$ cat config.mk
export PLATFORM = sky130hd
export DESIGN_NAME = if_stage_2way
export DESIGN_NICKNAME = d
export VERILOG_FILES = /design/src/rtl/if_stage_2way.sv
export SDC_FILE = /design/constraint.sdc
export NUM_CORES = 1
export LEC_CHECK = 0
export CORE_AREA = 2 2 253 255
export DETAILED_ROUTE_END_ITERATION = 6
export DIE_AREA = 0 0 255 257
export GPL_TIMING_DRIVEN = 0
export PLACE_DENSITY_LB_ADDON = 0.12
export SKIP_CTS_REPAIR_TIMING = 1
export SYNTH_ARGS = -nofsm -noshare
export SYNTH_HDL_FRONTEND = slang
export SYNTH_SLANG_ARGS = --single-unit
$ cat constraint.sdc
create_clock -name clock -period 4.6 [get_ports clock]
set_input_delay 0.69 -clock clock [delete_from_list [all_inputs] [get_ports clock]]
set_output_delay 0.69 -clock clock [all_outputs]
set_load 0.005 [all_outputs]
$ cat src/rtl/if_stage_2way.sv
// Two-wide fetch stage: aligned 64-bit I-cache read, per-slot bundle, HALT park.
// Optional static BR/BSR predecode is enabled by defining IF_PREDECODE_EN.
module if_stage_2way #(
  parameter logic [63:0] RESET_PC  = 64'h0,
  parameter logic [31:0] HALT_INST = 32'h0000_0555
) (
  input  logic             clock,
  input  logic             reset,
  input  logic             en,
  input  logic             fetch_en,
  input  logic             rollback_en,
  input  logic [63:0]      rollback_PC,
  input  logic [63:0]      Icache_data_in,
  input  logic             Icache_valid_in,
  output logic [63:0]      Icache_PC_out,
  output logic [1:0][63:0] if_PC_out,
  output logic [1:0][63:0] if_NPC_out,
  output logic [1:0][31:0] if_IR_out,
  output logic [1:0][63:0] if_target_out,
  output logic [1:0]       if_valid_inst_out,
  output logic             halted
);

  typedef enum logic {FETCH, HALTED} state_t;

  state_t      state, state_nx;
  logic [63:0] pc, pc_nx;
  logic [1:0]  base_v;
  logic        kill_s1;
  logic        accept;
  logic        halt_hit;
  logic        unused_pc;

  assign unused_pc = ^pc[1:0];
  assign halted    = (state == HALTED);

  always_comb begin
    Icache_PC_out = {pc[63:3], 3'b000};
    if_PC_out[0]  = Icache_PC_out;
    if_PC_out[1]  = Icache_PC_out + 64'd4;
    if_IR_out[0]  = Icache_data_in[31:0];
    if_IR_out[1]  = Icache_data_in[63:32];
    for (int i = 0; i < 2; i++) begin
      if_NPC_out[i] = if_PC_out[i] + 64'd4;
    end
  end

  always_comb begin
    base_v = 2'b00;
    if (!halted && !rollback_en && Icache_valid_in) begin
      base_v = pc[2] ? 2'b10 : 2'b11;
    end
  end

`ifdef IF_PREDECODE_EN
  logic [1:0] taken;
  logic [5:0] opc [2];

  always_comb begin
    for (int i = 0; i < 2; i++) begin
      opc[i]   = if_IR_out[i][31:26];
      taken[i] = base_v[i] && (opc[i] == 6'h30 || opc[i] == 6'h34);
      if_target_out[i] = if_NPC_out[i];
      if (taken[i]) begin
        if_target_out[i] = if_NPC_out[i]
          + {{41{if_IR_out[i][20]}}, if_IR_out[i][20:0], 2'b00};
      end
    end
  end

  assign kill_s1 = base_v[0]
    && (if_IR_out[0] == HALT_INST || taken[0]);
`else
  assign if_target_out = if_NPC_out;
  assign kill_s1 = base_v[0] && (if_IR_out[0] == HALT_INST);
`endif

  always_comb begin
    if_valid_inst_out = base_v;
    if (kill_s1) if_valid_inst_out[1] = 1'b0;
  end

  assign accept = en && fetch_en && !rollback_en
    && (if_valid_inst_out != 2'b00);

  assign halt_hit =
    (if_valid_inst_out[0] && if_IR_out[0] == HALT_INST) ||
    (if_valid_inst_out[1] && if_IR_out[1] == HALT_INST);

  always_ff @(posedge clock) begin
    if (reset) begin
      pc    <= RESET_PC;
      state <= FETCH;
    end else begin
      pc    <= pc_nx;
      state <= state_nx;
    end
  end

  always_comb begin
    pc_nx    = pc;
    state_nx = state;
    unique case (1'b1)
      (en && rollback_en): begin
        pc_nx    = rollback_PC;
        state_nx = FETCH;
      end
      accept: begin
        pc_nx = if_valid_inst_out[1] ? if_target_out[1]
                                     : if_target_out[0];
        if (halt_hit) state_nx = HALTED;
      end
      default: ;
    endcase
  end

endmodule

==> results_dict.tcl, run 1 <==
set metrics [dict create \
    area_growth_pct 99.1 \
    synth_area_leaders "buf_4 (43%), dfxtp_1 (16%), nand2_1 (3.9%)" \
    status "complete, no violations" \
    synth_edf_count 0 \
    core_area_um2 62700 \
    hold_end "halted" \
    ys_seq_elements 63 \
    numCtsBuffers 9 \
    max_freq_ghz 0.225 \
    dpl_cell_area_um2 15300 \
    num_vias 9259 \
    path_cells "clkdlybuf4s50_1 -> nor4_2 -> nand4_1 -> nor3_2 -> clkbuf_2 -> nor2_1 -> clkdlybuf4s50_1" \
    tritoncts "yes" \
    power_mw 2.58 \
    timing.rr.end "pc[63]" \
    cts.path.max_buffers 2 \
    drtIter0Drc 396 \
    yosysMostFrequentCell "buf_4" \
    synthArstFlopShare 0 \
    grt_max_degree 14 \
    rsz0062_at_grt "no" \
    slew-limit-headroom 0.217 \
    final_core_util 0.252 \
    max_stage_delay_ns 0.54 \
    critical_path_required_ns 3.91 \
    routedWlPerCell_um 19.9 \
    worstRegToRegCells 6 \
    grt_util_all_layers 0.149 \
    ys_warn_count 0 \
    cp-start-kind "input pin" \
    grt_pass1_vias 9028 \
    slew_viol_final 0 \
    synth_top_flop_cell "dfxtp_1" \
    place_congestion 0.855 \
    finalHoldViolations 0 \
    clkLatencyLatePin_ns 0.37 \
    overflow 0 \
    die_y_um 257 \
    drc 0 \
    cts_max_level 3 \
    synth.distinct_cells 60 \
    synth_top_area_cell "buf_4" \
    hold_path_startpoint "halted" \
    die_area_um2 65500 \
    synth_area_per_cell_um2 7.46 \
    cp_common_cell "clkdlybuf4s50_1" \
    synth.top_cell.area_share 0.429 \
    reg2reg_from "halted" \
    hp-class "reg -> reg" \
    clock_skew_ns 0.00874 \
    power_leakage_nw 6.62 \
    num_io_pins 649 \
    rrSetupSlack_ns 1.12 \
    ys_seq_area_frac 0.159 \
    syn-instance-count 1063 \
    critPathMaxFanout 10 \
    initial_core_util 0.126 \
    vias_per_cell 3.59 \
    ir_worst_vdd_uv 175 \
    grt_pass1_wl_um 68800 \
    whs_ns 0.522 \
    pwr_density_cell_nw_per_um2 164 \
    drive_above_1_share 0.304 \
    antenna_found_initial 11 \
    crit_path_end_kind "output port" \
    nets 1856 \
    worst_pin_slew_ns 1.17 \
    crit_arrival_ns 3.76 \
    cpMaxStageDelayCell "clkdlybuf4s50_1" \
    post-route-min-period_ns 4.45 \
    hpwl_um 42800 \
    dp_slack_ns -0.546 \
    final_area_um2 15800 \
    rows 92 \
    synth_common_cells "buf_4 (453), nand2_1 (83), dfxtp_1 (63)" \
    setup_viol 0 \
    wirelength_um 51400 \
    numClockSinks 63 \
    crit_type "in -> out" \
    maxCapViolations 0 \
    syn-cell-area_um2 7930 \
    period_share 0.968 \
    detail-route-antenna-nets 0 \
    first_pass_iters 6 \
    clk_root_buffer_cell "clkbuf_16" \
    hold_depth 2 \
    worst_slack_ns 0.147 \
    die_width_um 255 \
    clk_pin_slew_ns 0.05 \
    portBuffers 625 \
]
==> worst max-delay path, delay by kind of cell <==
kind | cells | cell delay [ns]
buffers and inverters | 3 | 1.47
and+or+nand+nor | 4 | 1.59
==> layout make-up <==
class	count	area, um2
Fill cell	6825	46900
Timing Repair Buffer	630	6290
Buffer	496	3590
Multi-Input combinational cell	512	3210
Sequential cell	63	1270
Tap cell	846	1060
Clock buffer	13	260
Clock inverter	3	65.1
Inverter	9	33.8
Antenna cell	6	15.0
==> placed cells by master (no fill, tap or decap), types with 15 or more instances in the layout <==
master,instances
nor2_1,36
clkbuf_1,28
dfxtp_1,58
xor2_1,15
conb_1,21
a31oi_1,15
nand4_1,28
nor4_1,19
nor3_1,17
xnor2_1,34
clkdlybuf4s50_1,625
nand2_1,83
nand3_1,34
a21oi_1,27
a22oi_1,16
buf_4,458
o21ai_0,39
==> cells by family after synthesis <==
| family | count (synthesis) | synth area share |
|---|---|---|
| buffers and inverters | 507 | 0.458 |
| and+or+nand+nor | 300 | 0.207 |
| AOI/OAI and AO/OA | 140 | 0.118 |
| DFF | 63 | 0.159 |
| xor gates and xnor gates | 50 | 0.0552 |
| other | 2 | 0.000947 |
| adders and majority gates | 1 | 0.00158 |
==> worst max-delay path by stage <==
stage	startpoint	to	slack [ns]	cells past startpoint
final	Icache_data_in[29]	if_valid_inst_out[1]	0.15	7
after global routing	pc[21]	if_target_out[124]	0.03	9
after CTS	pc[3]	if_target_out[123]	-0.64	9
after detailed placement	Icache_data_in[29]	if_valid_inst_out[1]	-0.55	7
after global placement	Icache_data_in[29]	if_valid_inst_out[1]	-0.59	7
after floorplan	pc[39]	if_target_out[118]	1.65	8
==> power breakdown <==
| part | internal, mW | switching, mW | total (mW) | leakage [nW] |
|---|---|---|---|---|
| logic | 0.753 | 0.352 | 1.11 | 5.95 |
| registers | 0.575 | 0.0911 | 0.666 | 0.518 |
| clock network | 0.505 | 0.307 | 0.812 | 0.160 |
| total | 1.83 | 0.750 | 2.58 | 6.62 |
==> metrics by stage <==
| step | std cells | setup TNS (ns) |
|---|---|---|
| final | 2578 | 0 |
| after global routing | 2573 | 0 |
| after global placement | 2553 | -4.35 |
| after floorplan | 1082 | 0 |
| after detailed placement | 2553 | -4.43 |
| after CTS | 2569 | -9.88 |
==> flip-flops by register name (all words and copies together) (netlist names) <==
register	count
pc	62
halted	1
==> layer usage <==
| metal | global-route usage | vias up | share of wire |
|---|---|---|---|
| met2 | 0.272 | 366 | 0.51 |
| li1 | - | 4507 | - |
| met5 | 0 | - | 0.0016 |
| met4 | 0.0257 | 12 | 0.010 |
| met3 | 0.0414 | 43 | 0.070 |
| met1 | 0.174 | 4331 | 0.41 |
(Power assumes the default switching activity.)
==> inputs of run 2 (changes only) <==
CTS_CLUSTER_SIZE = 16   (was not set)
SLEW_MARGIN = 10   (was not set)
==> results of run 2 <==
Final layout, timing and power as in run 1 (identical DEF).
